File: src/rtl/tinyalu_arbiter_if.sv
// Requester-side and TinyALU-side signals of the tinyalu_arbiter.
// The slave modport is the arbiter's view; master is the surrounding environment.
interface tinyalu_arbiter_if #(
  parameter int NUM_REQ = 4
);

  localparam int GW = $clog2(NUM_REQ);

  logic [NUM_REQ-1:0]   req;
  logic [3*NUM_REQ-1:0] req_op;
  logic [8*NUM_REQ-1:0] req_a;
  logic [8*NUM_REQ-1:0] req_b;

  logic                 alu_start;
  logic [2:0]           alu_op;
  logic [7:0]           alu_a;
  logic [7:0]           alu_b;
  logic                 alu_done;
  logic [15:0]          alu_result;

  logic [NUM_REQ-1:0]   rsp_valid;
  logic [15:0]          rsp_result;
  logic                 rsp_err;
  logic [GW-1:0]        grant_id;
  logic                 busy;

  modport slave (
    input  req, req_op, req_a, req_b, alu_done, alu_result,
    output alu_start, alu_op, alu_a, alu_b,
    output rsp_valid, rsp_result, rsp_err, grant_id, busy
  );

  modport master (
    output req, req_op, req_a, req_b, alu_done, alu_result,
    input  alu_start, alu_op, alu_a, alu_b,
    input  rsp_valid, rsp_result, rsp_err, grant_id, busy
  );

endinterface

File: src/rtl/tinyalu_arbiter.sv
// Round-robin arbiter/sequencer sharing one TinyALU among NUM_REQ requesters.
// Optional ISSUE watchdog enabled by defining TINYALU_ARB_TIMEOUT_EN.
module tinyalu_arbiter #(
  parameter int NUM_REQ        = 4,
  parameter int TIMEOUT_CYCLES = 16
) (
  input  logic             clk,
  input  logic             reset_n,
  tinyalu_arbiter_if.slave bus
);

  localparam int GW = $clog2(NUM_REQ);

  typedef enum logic [1:0] {
    IDLE  = 2'd0,
    ISSUE = 2'd1,
    RESP  = 2'd2
  } state_e;

  state_e             state_q, state_d;
  logic [GW-1:0]      ptr_q, ptr_d;
  logic [GW-1:0]      grant_q, grant_d;
  logic               alu_start_q, alu_start_d;
  logic [2:0]         alu_op_q, alu_op_d;
  logic [7:0]         alu_a_q, alu_a_d;
  logic [7:0]         alu_b_q, alu_b_d;
  logic [NUM_REQ-1:0] rsp_valid_q, rsp_valid_d;
  logic [15:0]        rsp_result_q, rsp_result_d;
  logic               rsp_err_q, rsp_err_d;
  logic               busy_q, busy_d;

  logic               win_found_s;
  logic [GW-1:0]      win_id_s;
  logic [GW-1:0]      scan_idx_s;
  logic [2:0]         win_op_s;
  logic [7:0]         win_a_s;
  logic [7:0]         win_b_s;

`ifdef TINYALU_ARB_TIMEOUT_EN
  localparam int CW = $clog2(TIMEOUT_CYCLES + 1);
  logic [CW-1:0]      tmo_cnt_q, tmo_cnt_d;
`endif

  function automatic logic [NUM_REQ-1:0] onehot(input logic [GW-1:0] idx);
    logic [NUM_REQ-1:0] v;
    v      = '0;
    v[idx] = 1'b1;
    return v;
  endfunction

  // Round-robin scan: walking far-to-near lets the requester nearest ptr+1 overwrite the others.
  always_comb begin
    win_found_s = 1'b0;
    win_id_s    = '0;
    scan_idx_s  = '0;
    for (int i = NUM_REQ; i >= 1; i--) begin
      scan_idx_s  = GW'((int'(ptr_q) + i) % NUM_REQ);
      win_found_s = win_found_s | bus.req[scan_idx_s];
      win_id_s    = bus.req[scan_idx_s] ? scan_idx_s : win_id_s;
    end
  end

  // Operand select for the scan winner.
  always_comb begin
    win_op_s = bus.req_op[3*int'(win_id_s) +: 3];
    win_a_s  = bus.req_a[8*int'(win_id_s) +: 8];
    win_b_s  = bus.req_b[8*int'(win_id_s) +: 8];
  end

  // Next-state and next-output logic; every output leaves a register.
  always_comb begin
    state_d      = state_q;
    ptr_d        = ptr_q;
    grant_d      = grant_q;
    alu_start_d  = alu_start_q;
    alu_op_d     = alu_op_q;
    alu_a_d      = alu_a_q;
    alu_b_d      = alu_b_q;
    rsp_valid_d  = '0;
    rsp_result_d = rsp_result_q;
    rsp_err_d    = rsp_err_q;
`ifdef TINYALU_ARB_TIMEOUT_EN
    tmo_cnt_d    = tmo_cnt_q;
`endif
    case (state_q)
      IDLE: begin
        if (win_found_s) begin
          ptr_d    = win_id_s;
          grant_d  = win_id_s;
          alu_op_d = win_op_s;
          alu_a_d  = win_a_s;
          alu_b_d  = win_b_s;
          if (win_op_s <= 3'd4) begin
            state_d     = ISSUE;
            alu_start_d = 1'b1;
`ifdef TINYALU_ARB_TIMEOUT_EN
            tmo_cnt_d   = '0;
`endif
          end else begin
            // Illegal opcode: answer with an error without touching the ALU.
            state_d      = RESP;
            alu_start_d  = 1'b0;
            rsp_valid_d  = onehot(win_id_s);
            rsp_result_d = 16'h0000;
            rsp_err_d    = 1'b1;
          end
        end else begin
          state_d = IDLE;
        end
      end
      ISSUE: begin
        if (alu_op_q == 3'd0) begin
          state_d      = RESP;
          alu_start_d  = 1'b0;
          rsp_valid_d  = onehot(grant_q);
          rsp_result_d = 16'h0000;
          rsp_err_d    = 1'b0;
        end else if (bus.alu_done) begin
          state_d      = RESP;
          alu_start_d  = 1'b0;
          rsp_valid_d  = onehot(grant_q);
          rsp_result_d = bus.alu_result;
          rsp_err_d    = 1'b0;
        end
`ifdef TINYALU_ARB_TIMEOUT_EN
        else if (tmo_cnt_q == CW'(TIMEOUT_CYCLES - 1)) begin
          state_d      = RESP;
          alu_start_d  = 1'b0;
          rsp_valid_d  = onehot(grant_q);
          rsp_result_d = 16'hFFFF;
          rsp_err_d    = 1'b1;
        end else begin
          tmo_cnt_d = tmo_cnt_q + CW'(1);
        end
`else
        else begin
          state_d = ISSUE;
        end
`endif
      end
      RESP: begin
        state_d     = IDLE;
        alu_start_d = 1'b0;
      end
      default: begin
        state_d     = IDLE;
        alu_start_d = 1'b0;
      end
    endcase
    busy_d = (state_d != IDLE);
  end

  // State and output registers; reset aborts any operation in flight.
  always_ff @(posedge clk or negedge reset_n) begin
    if (!reset_n) begin
      state_q      <= IDLE;
      ptr_q        <= GW'(NUM_REQ - 1);
      grant_q      <= '0;
      alu_start_q  <= 1'b0;
      alu_op_q     <= 3'd0;
      alu_a_q      <= 8'd0;
      alu_b_q      <= 8'd0;
      rsp_valid_q  <= '0;
      rsp_result_q <= 16'd0;
      rsp_err_q    <= 1'b0;
      busy_q       <= 1'b0;
`ifdef TINYALU_ARB_TIMEOUT_EN
      tmo_cnt_q    <= '0;
`endif
    end else begin
      state_q      <= state_d;
      ptr_q        <= ptr_d;
      grant_q      <= grant_d;
      alu_start_q  <= alu_start_d;
      alu_op_q     <= alu_op_d;
      alu_a_q      <= alu_a_d;
      alu_b_q      <= alu_b_d;
      rsp_valid_q  <= rsp_valid_d;
      rsp_result_q <= rsp_result_d;
      rsp_err_q    <= rsp_err_d;
      busy_q       <= busy_d;
`ifdef TINYALU_ARB_TIMEOUT_EN
      tmo_cnt_q    <= tmo_cnt_d;
`endif
    end
  end

  assign bus.alu_start  = alu_start_q;
  assign bus.alu_op     = alu_op_q;
  assign bus.alu_a      = alu_a_q;
  assign bus.alu_b      = alu_b_q;
  assign bus.rsp_valid  = rsp_valid_q;
  assign bus.rsp_result = rsp_result_q;
  assign bus.rsp_err    = rsp_err_q;
  assign bus.grant_id   = grant_q;
  assign bus.busy       = busy_q;

endmodule

File: src/flat_wrapper.sv
// flat-port wrapper written by rule: the top's interface ports become plain ports
module tinyalu_arbiter_flat 
#(
  parameter int NUM_REQ        = 4,
  parameter int TIMEOUT_CYCLES = 16
)
  (clk, reset_n, bus_req, bus_req_op, bus_req_a, bus_req_b, bus_alu_done, bus_alu_result, bus_alu_start, bus_alu_op, bus_alu_a, bus_alu_b, bus_rsp_valid, bus_rsp_result, bus_rsp_err, bus_grant_id, bus_busy);
  tinyalu_arbiter_if #(.NUM_REQ(NUM_REQ)) bus_i ();
  input  logic clk;
  input  logic reset_n;
  input wire logic [$bits(bus_i.req)-1:0] bus_req;
  input wire logic [$bits(bus_i.req_op)-1:0] bus_req_op;
  input wire logic [$bits(bus_i.req_a)-1:0] bus_req_a;
  input wire logic [$bits(bus_i.req_b)-1:0] bus_req_b;
  input wire logic [$bits(bus_i.alu_done)-1:0] bus_alu_done;
  input wire logic [$bits(bus_i.alu_result)-1:0] bus_alu_result;
  output wire logic [$bits(bus_i.alu_start)-1:0] bus_alu_start;
  output wire logic [$bits(bus_i.alu_op)-1:0] bus_alu_op;
  output wire logic [$bits(bus_i.alu_a)-1:0] bus_alu_a;
  output wire logic [$bits(bus_i.alu_b)-1:0] bus_alu_b;
  output wire logic [$bits(bus_i.rsp_valid)-1:0] bus_rsp_valid;
  output wire logic [$bits(bus_i.rsp_result)-1:0] bus_rsp_result;
  output wire logic [$bits(bus_i.rsp_err)-1:0] bus_rsp_err;
  output wire logic [$bits(bus_i.grant_id)-1:0] bus_grant_id;
  output wire logic [$bits(bus_i.busy)-1:0] bus_busy;
  assign bus_i.req = bus_req;
  assign bus_i.req_op = bus_req_op;
  assign bus_i.req_a = bus_req_a;
  assign bus_i.req_b = bus_req_b;
  assign bus_i.alu_done = bus_alu_done;
  assign bus_i.alu_result = bus_alu_result;
  assign bus_alu_start = bus_i.alu_start;
  assign bus_alu_op = bus_i.alu_op;
  assign bus_alu_a = bus_i.alu_a;
  assign bus_alu_b = bus_i.alu_b;
  assign bus_rsp_valid = bus_i.rsp_valid;
  assign bus_rsp_result = bus_i.rsp_result;
  assign bus_rsp_err = bus_i.rsp_err;
  assign bus_grant_id = bus_i.grant_id;
  assign bus_busy = bus_i.busy;
  tinyalu_arbiter #(.NUM_REQ(NUM_REQ), .TIMEOUT_CYCLES(TIMEOUT_CYCLES)) u_core (.clk(clk), .reset_n(reset_n), .bus(bus_i));
endmodule
File: config.mk
export PLATFORM = sky130hd
export DESIGN_NAME = tinyalu_arbiter_flat
export DESIGN_NICKNAME = d
export VERILOG_FILES = /design/src/rtl/tinyalu_arbiter_if.sv /design/src/rtl/tinyalu_arbiter.sv /design/src/flat_wrapper.sv
export SDC_FILE = /design/constraint.sdc
export NUM_CORES = 1
export LEC_CHECK = 0
export ABC_CLOCK_PERIOD_IN_PS = 3200
export CORE_UTILIZATION = 38
export CTS_CLUSTER_SIZE = 24
export DETAILED_ROUTE_END_ITERATION = 10
export GPL_ROUTABILITY_DRIVEN = 0
export GPL_TIMING_DRIVEN = 0
export HOLD_SLACK_MARGIN = 0.15
export PLACE_DENSITY = 0.8
export SYNTH_ARGS = -nofsm -noshare
export SYNTH_HDL_FRONTEND = slang
export SYNTH_SLANG_ARGS = --single-unit
File: constraint.sdc
create_clock -name clk -period 3.2 [get_ports clk]
set_clock_uncertainty 0.15 [all_clocks]
set_input_delay 0.64 -clock clk [delete_from_list [all_inputs] [get_ports clk]]
set_output_delay 0.64 -clock clk [all_outputs]
set_load 0.1 [all_outputs]
==> impl_summary.log <==
[metrics] type of the setup path with the least slack: in2reg
[metrics] Sinks on Clock Net: between 40 and 50
[metrics] Critical Path RT: 3.29 ns
[metrics] list of most frequent post-synthesis cells: sky130_fd_sc_hd__nand2_1, sky130_fd_sc_hd__dfrtp_1, sky130_fd_sc_hd__o21ai_0
[metrics] Switching Share: 57.9%
[metrics] Async S/R FF share, synth: between 90% and 100%
[metrics] remaining design rule violation count: 0
[metrics] Yosys reg bits: 48
[metrics] I/O pin cnt: 143
[metrics] initial standard-cell utilization of the core: about two fifths
[metrics] Post-Syn Instances: 297
[metrics] cell count of the worst reg-to-reg path: 11
[metrics] synth top area cells: sky130_fd_sc_hd__dfrtp_1, sky130_fd_sc_hd__nand2_1, sky130_fd_sc_hd__o21ai_0, sky130_fd_sc_hd__nand3_1, sky130_fd_sc_hd__a22o_1
[metrics] worst hold slack across all endpoints: 0.158 ns
[metrics] area of the placeable core: ~0.0063 mm2
[metrics] clock buffer count from CTS: 5
[metrics] part of the power in the clock network: 9.1%
[metrics] Cell variety after synth: 32
[metrics] number of vias in the routed layout: roughly 2.7k
[metrics] DRC violation total after the first TritonRoute iteration: between 100 and 150
[metrics] Die Height: slightly above 80 um
[metrics] maximum number of pins on one net before global-route repair: 26
[metrics] shortest clock period the worst path allows after layout: 3.11 ns
[metrics] Slew HR: between 30% and 40%
[metrics] buffers from clock root to sink, at most: 2
[metrics] Fin. Hold Viols: 0
[metrics] number of nets still failing antenna checks after routing: 0
[metrics] Post-Route WL: 7.90 mm
[metrics] detailed placer's ending HPWL: around 5.9 mm
[metrics] power spent charging and discharging nets: approximately 2.9 mW
[metrics] most common cell in the synthesized netlist: sky130_fd_sc_hd__nand2_1
[metrics] cell leakage power: 1.85 nW
[metrics] net count of the mapped netlist: around 400
[metrics] Yosys warning total: 0
[metrics] Crit path largest cell delay: 0.55 ns
[metrics] CTS clock-pin slew for the worst setup and hold paths: roughly 0.09 ns
[metrics] floorplan die area: about 0.0069 mm2
[metrics] row count: 29
[metrics] primary flip-flop cell chosen by synthesis mapping: sky130_fd_sc_hd__dfrtp_1
[metrics] cell taking the most area after synthesis: sky130_fd_sc_hd__dfrtp_1
[metrics] EDFF count, synth: 0
[metrics] Total Nets Final: about 550
[metrics] synth-to-layout area growth: 69.5%
[metrics] CP cell instances: clkdlybuf4s50_1 > and2b_2 > o21bai_4 > and2_4 > buf_6 > mux4_2 > and2_4 > buf_6 > a21oi_4 > buf_4 > a22o_1
[metrics] number of H-tree levels: 2
[metrics] final total power: roughly 5 mW
[metrics] global-route wire length before repair: around 13 mm
[metrics] number of global-route vias before repair: ~2.7k
[metrics] max capacitance violation total: 0
[metrics] pins over their slew limit: 0
[metrics] final-report setup violation count: 0
[metrics] area share of the largest cell type after synthesis: a little under half
[metrics] cell area after technology mapping: about 0.0025 mm2
[metrics] nature of the critical path endpoint: flip-flop
[metrics] Final period util: 97.3%
[metrics] min-delay worst type: in2async
[metrics] Placed Cells incl. Taps: ~520
[metrics] peak clock frequency supported by timing: between 300 and 400 MHz
[metrics] fraction of layout instances using a drive strength above 1: under 10%
[metrics] Die W: 83.2 um
[metrics] Setup crit start kind: input port
[metrics] VDD IR max: ~0.71 mV
[metrics] combined global-route utilization of all metal layers: between 20% and 30%
[metrics] Power Density: ~1200 mW/mm2
[metrics] number of antenna violations at the first check in global routing: 0
[metrics] design internal power: roughly 2.1 mW
[metrics] highest net fanout along the worst path: 6
[metrics] mean number of vias per cell: about 5
[metrics] Port Buf Inserts: roughly 140
[metrics] endpoint arrival time on the critical path: approximately 3.2 ns
[metrics] First-pass DRT Iterations: 4
[metrics] setup tns final: 0 ns
[metrics] Remaining Overflow, GRT: 0
[metrics] cell with the biggest individual delay on the critical path: sky130_fd_sc_hd__clkdlybuf4s50_1
[metrics] slew at the pin closest to its max-slew limit: approximately 1 ns
[metrics] clock tree from TritonCTS: yes
[metrics] hold buffers post-CTS: 0
[metrics] mean area per synthesized cell: between 8 and 9 um2
[metrics] number of diodes added for antenna fixing: 0
[metrics] Final Non-Filler Cells: 531
[metrics] sequential share of power: around a fifth
[metrics] sequential cell area fraction in the yosys report: 48.1%
[metrics] wire length per cell: roughly 15 um
[metrics] utilization after layout: about two thirds
[metrics] worst-skew pair later-pin latency: approximately 0.3 ns
[metrics] root buffer selected by CTS: sky130_fd_sc_hd__clkbuf_8
[metrics] part of the total power dissipated in combinational logic: about 70%
[metrics] run status: complete, no violations
## worst max-delay path, delay by kind of cell
kind | cells | cell delay [ns]
AO/OA/AOI/OAI | 3 | 0.46
AND/OR/NAND/NOR | 3 | 0.63
multiplexers | 1 | 0.52
buffers and inverters | 4 | 0.95
## path summary, 6_finish.rpt
check                                                      from                                     to  slack [ns]
worst max-delay path                                 bus_req[0]  u_core.bus.rsp_result[11]$_DFFE_PN0P_        0.09
worst min-delay path                                    reset_n   u_core.bus.rsp_result[4]$_DFFE_PN0P_        0.16
worst max register to register      u_core.ptr_q[1]$_DFFE_PN1P_  u_core.bus.rsp_result[11]$_DFFE_PN0P_        0.30
worst min register to register  u_core.bus.alu_b[7]$_DFFE_PN0P_        u_core.bus.alu_b[7]$_DFFE_PN0P_        0.33
max in group asynchronous                               reset_n            u_core.ptr_q[1]$_DFFE_PN1P_        2.14
min in group clk                u_core.bus.alu_b[7]$_DFFE_PN0P_        u_core.bus.alu_b[7]$_DFFE_PN0P_        0.33
## per-layer routing
metal / GRT usage [%] / routed length, um / vias to the layer above
li1: - / - / 1337
met1: 28.0 / 3140 / 1247
met2: 42.2 / 4070 / 135
met3: 5.67 / 605 / 10
met4: 5.49 / 81 / 0
met5: 0 / 0 / -
## cells by family after synthesis
kind of cell / share of synthesized area (%)
compound gates: 22.9
buf+inv: 4.79
flops: 48.1
mux: 1.30
simple gates: 23.0
## power by group through the flow
| stage | Sequential, mW | Clock (mW) | Combinational (mW) |
|---|---|---|---|
| floorplan | 2.62 | 0 | 0.958 |
| global placement | 1.03 | 0 | 3.43 |
| detailed placement | 1.04 | 0 | 3.47 |
| CTS | 1.03 | 0.475 | 3.52 |
| global route | 1.07 | 0.496 | 3.76 |
| finish | 1.03 | 0.461 | 3.56 |
## layout by cell type (no fill, tap or decap), types with 2 or more instances in the layout
| cell type | netlist | final |
|---|---|---|
| sky130_fd_sc_hd__clkdlybuf4s50_1 | 0 | 141 |
| sky130_fd_sc_hd__nand2_1 | 105 | 105 |
| sky130_fd_sc_hd__dfrtp_1 | 46 | 46 |
| sky130_fd_sc_hd__o21ai_0 | 37 | 37 |
| sky130_fd_sc_hd__nand3_1 | 19 | 19 |
| sky130_fd_sc_hd__clkbuf_1 | 16 | 13 |
| sky130_fd_sc_hd__a22o_1 | 10 | 10 |
| sky130_fd_sc_hd__nor2_1 | 7 | 7 |
| sky130_fd_sc_hd__a21oi_1 | 6 | 6 |
| sky130_fd_sc_hd__a22o_2 | 6 | 6 |
| sky130_fd_sc_hd__clkbuf_8 | 0 | 6 |
| sky130_fd_sc_hd__buf_4 | 0 | 6 |
| sky130_fd_sc_hd__a21boi_0 | 5 | 5 |
| sky130_fd_sc_hd__inv_1 | 4 | 4 |
| sky130_fd_sc_hd__buf_6 | 4 | 4 |
| sky130_fd_sc_hd__o32ai_1 | 4 | 4 |
| sky130_fd_sc_hd__nor3_1 | 3 | 3 |
| sky130_fd_sc_hd__clkbuf_2 | 0 | 3 |
| sky130_fd_sc_hd__a211oi_1 | 4 | 3 |
| sky130_fd_sc_hd__and2_4 | 2 | 2 |
| sky130_fd_sc_hd__a211o_1 | 2 | 2 |
| sky130_fd_sc_hd__o31ai_1 | 2 | 2 |
| sky130_fd_sc_hd__dfstp_2 | 2 | 2 |
## cell type report
type | instances | area (um2)
fill | 546 | 2100
inverter | 4 | 15.0
clock buffer | 6 | 82.6
buffer | 20 | 109
tap | 77 | 96.3
timing repair buffer | 149 | 1480
multi-input combinational | 225 | 1220
clock inverter | 2 | 38.8
sequential | 48 | 1200
## flip-flops by register name, summed over array words and instances (netlist names)
name                   flops
u_core.bus.rsp_result     16
u_core.bus.alu_a           8
u_core.bus.alu_b           8
u_core.bus.rsp_valid       4
u_core.bus.alu_op          3
u_core.bus.grant_id        2
u_core.ptr_q               2
u_core.state_q             2
u_core.bus.alu_start       1
u_core.bus.busy            1
u_core.bus.rsp_err         1
## timing repair
action,CTS,global route
pin swaps,1,3
setup endpoints to repair,19,34
gates resized for setup,3,7
setup buffers,2,4
## through the flow
step                      setup slack, ns  area [um2]
after floorplan                     0.385        2500
after CTS                          0.0250        4190
after global routing              -0.0377        4250
after detailed placement           -0.579        4040
after global placement             -0.474        4020
final                              0.0876        4250
Power figures use the tool's default switching activity.
